## src/rtl/at_command_sender.sv

```systemverilog
// AT command sender: streams a ROM-selected AT command plus CR LF to a UART transmitter byte by byte.
// Optional tx_busy watchdog with sticky error flag is enabled by defining TX_TIMEOUT_EN.
module at_command_sender #(
  parameter int          CLK_DIV_UNUSED = 0,
  parameter int          MAX_LEN        = 12,
  parameter logic [23:0] TIMEOUT        = 24'd5000000
) (
  input  logic       clk,
  input  logic       rst,
  input  logic [2:0] command,
  input  logic       start,
  output logic       ready_command,
  output logic       busy,
  output logic [7:0] tx_data,
  output logic       tx_start,
  input  logic       tx_busy,
  output logic       error
);

  localparam int IW = $clog2(MAX_LEN + 2);
  localparam int SW = 8 * MAX_LEN;

  typedef logic [SW-1:0] str_t;

  // Strings are right-justified: the last character sits in the low byte.
  localparam str_t S_AT   = SW'("AT");
  localparam str_t S_ATE0 = SW'("ATE0");
  localparam str_t S_CMGF = SW'("AT+CMGF=1");
  localparam str_t S_CNMI = SW'("AT+CNMI=2,2");

  typedef enum logic [2:0] {
    IDLE      = 3'd0,
    LOAD      = 3'd1,
    SEND      = 3'd2,
    WAIT_ACK  = 3'd3,
    WAIT_DONE = 3'd4,
    NEXT      = 3'd5
  } state_t;

  state_t        state;
  logic [2:0]    cmd_r;
  logic [2:0]    last_cmd;
  logic          start_d;
  logic [IW-1:0] idx;
  logic          launch;

  function automatic logic [IW-1:0] cmd_len(input logic [2:0] c);
    case (c)
      3'd1:    cmd_len = IW'(4);
      3'd2:    cmd_len = IW'(9);
      3'd3:    cmd_len = IW'(11);
      default: cmd_len = IW'(2);
    endcase
  endfunction

  function automatic logic [7:0] rom_byte(input logic [2:0] c, input logic [IW-1:0] i);
    str_t s;
    int   len;
    int   k;
    case (c)
      3'd1:    s = S_ATE0;
      3'd2:    s = S_CMGF;
      3'd3:    s = S_CNMI;
      default: s = S_AT;
    endcase
    len = int'(cmd_len(c));
    k   = int'(i);
    if (k < len)       rom_byte = s[8*(len-1-k) +: 8];
    else if (k == len) rom_byte = 8'h0D;
    else               rom_byte = 8'h0A;
  endfunction

  // A held start re-launches only when the command index changes.
  assign launch = start && (!start_d || (command != last_cmd));

  if (CLK_DIV_UNUSED != 0) begin : g_reserved
  end

`ifdef TX_TIMEOUT_EN
  logic [23:0] timer;
`else
  if (TIMEOUT == 24'd0) begin : g_no_watchdog
  end
  assign error = 1'b0;
`endif

  // NOTE: all state and outputs below are registers, so every assignment is non-blocking (<=).
  always_ff @(posedge clk or negedge rst) begin
    if (!rst) begin
      state         <= IDLE;
      cmd_r         <= 3'h0;
      last_cmd      <= 3'h7;
      start_d       <= 1'b0;
      idx           <= '0;
      ready_command <= 1'b1;
      busy          <= 1'b0;
      tx_data       <= 8'h00;
      tx_start      <= 1'b0;
`ifdef TX_TIMEOUT_EN
      timer         <= '0;
      error         <= 1'b0;
`endif
    end else begin
      start_d  <= start;
      tx_start <= 1'b0;
      case (state)
        IDLE: begin
          if (launch) begin
            cmd_r         <= command;
            last_cmd      <= command;
            idx           <= '0;
            ready_command <= 1'b0;
            busy          <= 1'b1;
`ifdef TX_TIMEOUT_EN
            error         <= 1'b0;
`endif
            state         <= LOAD;
          end
        end
        LOAD: begin
          tx_data <= rom_byte(cmd_r, idx);
          state   <= SEND;
        end
        SEND: begin
          if (!tx_busy) begin
            tx_start <= 1'b1;
`ifdef TX_TIMEOUT_EN
            timer    <= TIMEOUT;
`endif
            state    <= WAIT_ACK;
          end
        end
        WAIT_ACK, WAIT_DONE: begin
          if ((state == WAIT_ACK) && tx_busy) begin
`ifdef TX_TIMEOUT_EN
            timer <= TIMEOUT;
`endif
            state <= WAIT_DONE;
          end else if ((state == WAIT_DONE) && !tx_busy) begin
            state <= NEXT;
`ifdef TX_TIMEOUT_EN
          end else if (timer == 24'd1) begin
            ready_command <= 1'b1;
            busy          <= 1'b0;
            error         <= 1'b1;
            state         <= IDLE;
          end else begin
            timer <= timer - 24'd1;
`endif
          end
        end
        NEXT: begin
          if (idx == cmd_len(cmd_r) + IW'(1)) begin
            ready_command <= 1'b1;
            busy          <= 1'b0;
            state         <= IDLE;
          end else begin
            idx   <= idx + IW'(1);
            state <= LOAD;
          end
        end
        // NOTE: unused encodings recover to IDLE with the reset output values.
        default: begin
          state         <= IDLE;
          ready_command <= 1'b1;
          busy          <= 1'b0;
          tx_data       <= 8'h00;
          tx_start      <= 1'b0;
`ifdef TX_TIMEOUT_EN
          error         <= 1'b0;
`endif
        end
      endcase
    end
  end

endmodule

```

## config.mk

```make
export PLATFORM = sky130hd
export DESIGN_NAME = at_command_sender
export DESIGN_NICKNAME = d
export VERILOG_FILES = /design/src/rtl/at_command_sender.sv
export SDC_FILE = /design/constraint.sdc
export NUM_CORES = 1
export LEC_CHECK = 0
export ABC_AREA = 1
export CORE_AREA = 2 2 61 63
export DETAILED_ROUTE_END_ITERATION = 8
export DIE_AREA = 0 0 63 65
export MAX_ROUTING_LAYER = met4
export PLACE_DENSITY = 0.89
export SETUP_SLACK_MARGIN = 0.02
export SYNTH_ARGS = -nofsm -noshare
export SYNTH_HDL_FRONTEND = slang
export SYNTH_SLANG_ARGS = --single-unit
export TNS_END_PERCENT = 10
```

## constraint.sdc

```tcl
create_clock -name clk -period 3.15 [get_ports clk]
set_clock_uncertainty 0.1 [all_clocks]
set_input_delay 0.945 -clock clk [delete_from_list [all_inputs] [get_ports clk]]
set_output_delay 0.945 -clock clk [all_outputs]
set_load 0.005 [all_outputs]
```

==> impl_metrics.ini <==
[status]
result_of_the_run = finished, final reports clean

[yosys]
synthMostInstantiatedCell = nand2_1
synth_top_cells_by_area = dfrtp_1, nand2_1, nand3_1
syn_area_sq_mm = 0.00191
synthTopCellsByCount = nand2_1, nand3_1, inv_1
synth-edff-count = 0
syn-instance-count = 275
synthDominantCellAreaShare_pct = 26.2
synth-main-ff-cell = dfrtp_1
synth.yosys.seq_area_share_pct = 31.7
postSynthAreaPerCell_sq_um = 6.95
ys_seq_elements = 24
yosys.cell_types.count = 36
synth.yosys.warnings = 0
ys_async_sr_fraction_pct = 100
synth_top_area_cell = dfrtp_1

[route]
remaining_drc_errors = 0
route.detailed.wl_per_inst_microns = 11.9
router_iterations_before_antenna_repair = 4
routed_via_density = 5.41
drt.antenna.violating_nets = 0
final_wirelength_microns = 4080
initialDrtViolationCount = 84
detailroute.via_count = 1850

[setup_path]
peak_per_stage_delay_on_the_critical_path_ns = 0.41
ff2ff_setup_slack_ns = 0.65
critPathCaptureType = flip-flop
worst_flop_to_flop_path_endpoint = tx_data[2]
worst-r2r-cell-count = 13
worst-path-max-fanout = 11
arrival_time_of_the_worst_setup_path_ns = 2.67
path_class = flip-flop to flip-flop
timing.critical_path.required_ns = 3.32
timing.critical_path.mode_cell = nand2_1
setup.worst_path.start_class = flip-flop
r2r_start = cmd_r[1]
timing.critical_path.cells = inv_2 > nor2_4 > ha_1 > fa_1 > xnor2_1 > buf_4 > inv_1 > nand4_1 > a21oi_1 > nand2_1 > nand2_1 > nand2_1 > nand2_1
timing.critical_path.slowest_stage_cell = fa_1

[clock_network]
cts_root_buffer = clkbuf_4
clock-sinks = 24
clock_pin_slew_reported_for_the_worst_setup_and_hold_paths_after_clock_tree_synthesis_ns = 0.13
ctsHtreeMaxLevel = 1
clock_tree.buffer_depth = 2
cts_resized = 0
cts_hold_repair.buffers = 0
tritoncts.num_buffers = 3
post_cts.repair.setup_buffers = 0
insertion_delay_of_the_later_clocked_pin_in_the_worst_skew_pair_ns = 0.32
cts_tree = built

[global_routing]
overflow = 0
vias_in_the_first_global_route = 1774
global_route_wire_length_before_repair_microns = 7330
grt_max_degree = 25
antenna_found_initial = 0
grt_usage_pct = 22.7

[hold_path]
hold_depth = 2
min_delay_worst_endpoint = last_cmd[2]
min_path_type = flip-flop to flip-flop
timing.hold.worst.start = last_cmd[2]

[sta]
setup_slack_ns = 0.649
worst_slew_margin_rel_pct = 59.4
finalMaxSlewViolations = 0
finalHoldViolations = 0
max_freq_mhz = 400
finalWorstPathRequiredPeriod_ns = 2.50
worst_slew_pin_slew_ns = 0.606
rsz0062_at_grt = no
period_share_pct = 79.4
setup_viol = 0
hold_ws_ns = 0.389
totalNegativeSetupSlack_ns = 0

[placement]
port_buffers = 16
place_hpwl_microns = 3220
place.gp.congestion = 0.937
dp_worst_setup_slack_ns = 0.622

[die]
initial_core_util_pct = 54.7
ioPinCount = 19
placeableCoreArea_sq_mm = 0.00350
num_rows = 22
die_area_sq_mm = 0.00410
die_boundary_width_microns = 63
die-height_microns = 65

[layout]
drive_gt1_share_pct = 11.9
final_net_count = 311
signed_area_change_from_the_synthesized_netlist_to_the_final_layout_pct = 12.5
antenna_cells_inserted = 0
fillers = 326

[flow_run]
max_cap_violations = 0
==> per-stage QoR <==
step,instance area [sq um],util [%],instances
final,2150,61.5,342
after global routing,2150,61.5,342
after CTS,2150,61.5,342
after detailed placement,2120,60.7,338
after global placement,2120,60.7,338
after floorplan,1920,-,277
==> state kept, by name, indices dropped and copies added (netlist names) <==
name,cells
busy,1
cmd_r,3
idx,4
last_cmd,3
ready_command,1
start_d,1
state,3
tx_data,7
tx_start,1
==> per-layer routing <==
metal / wire length (microns) / GRT usage (%) / vias to the layer above
met4: 69 / 8.33 / 0
met2: 1980 / 38.4 / 36
met3: 119 / 1.56 / 9
met5: 0 / - / -
met1: 1910 / 28.8 / 863
li1: - / - / 942
==> worst max-delay path by stage <==
stage / cells after the start / slack, ns / from / end
final: 13 / 0.65 / cmd_r[1] / tx_data[2]
after global routing: 13 / 0.42 / cmd_r[2] / tx_data[2]
after CTS: 13 / 0.66 / cmd_r[1] / tx_data[2]
after detailed placement: 9 / 0.62 / command[0] / idx[2]
after global placement: 9 / 0.69 / command[0] / idx[2]
after floorplan: 11 / 0.87 / cmd_r[1] / tx_data[6]
==> cells in the final DEF (no fill, tap or decap), types with 2 or more instances in the layout <==
master           netlist  layout
nand2_1               77      77
nand3_1               36      36
inv_1                 28      28
dfrtp_1               20      20
nor2_1                18      18
clkdlybuf4s50_1        0      16
o21ai_0               11      11
a21oi_1               10      10
ha_1                   8       8
nor3_1                 6       6
inv_2                  5       5
o21ai_1                5       5
nand4_1                5       5
nand2_2                5       5
nor2_4                 4       4
o211ai_1               4       4
dfstp_2                4       4
nor2_2                 3       3
conb_1                 1       3
clkbuf_4               0       3
buf_4                  2       3
xnor2_1                2       2
clkinv_1               2       2
nor3_2                 2       2
nand3b_1               2       2
==> critical path, delay by kind of cell (launching register included) <==
family | cells | cell delay (ns)
XOR/XNOR | 1 | 0.14
flip-flops | 1 | 0.40
AO/OA/AOI/OAI | 1 | 0.16
adder cells (fa/ha/maj) | 2 | 0.65
AND/OR/NAND/NOR | 6 | 0.51
buffers and inverters | 3 | 0.50
==> kinds of logic after synthesis <==
kind of cell,after synthesis,share of synthesized area (%)
buffers and inverters,41,8.84
xor gates and xnor gates,2,0.917
DFF,24,31.7
and+or+nand+nor,161,40.5
other,1,0.196
adders and majority gates,9,6.29
AOI/OAI and AO/OA,36,11.0
muxes,1,0.589
==> layout make-up <==
class                           count  area [sq um]  area share [%]
Inverter                           35           131            6.11
Timing Repair Buffer               19           183            8.50
Sequential cell                    24           606            28.2
Clock buffer                        4          26.3            1.22
Multi-Input combinational cell    212          1140            53.2
Tap cell                           48          60.1            2.79
Power is left out: the tool's default activity adds up to more than one toggle a clock period on the data nets, which glitch-free logic cannot reach.
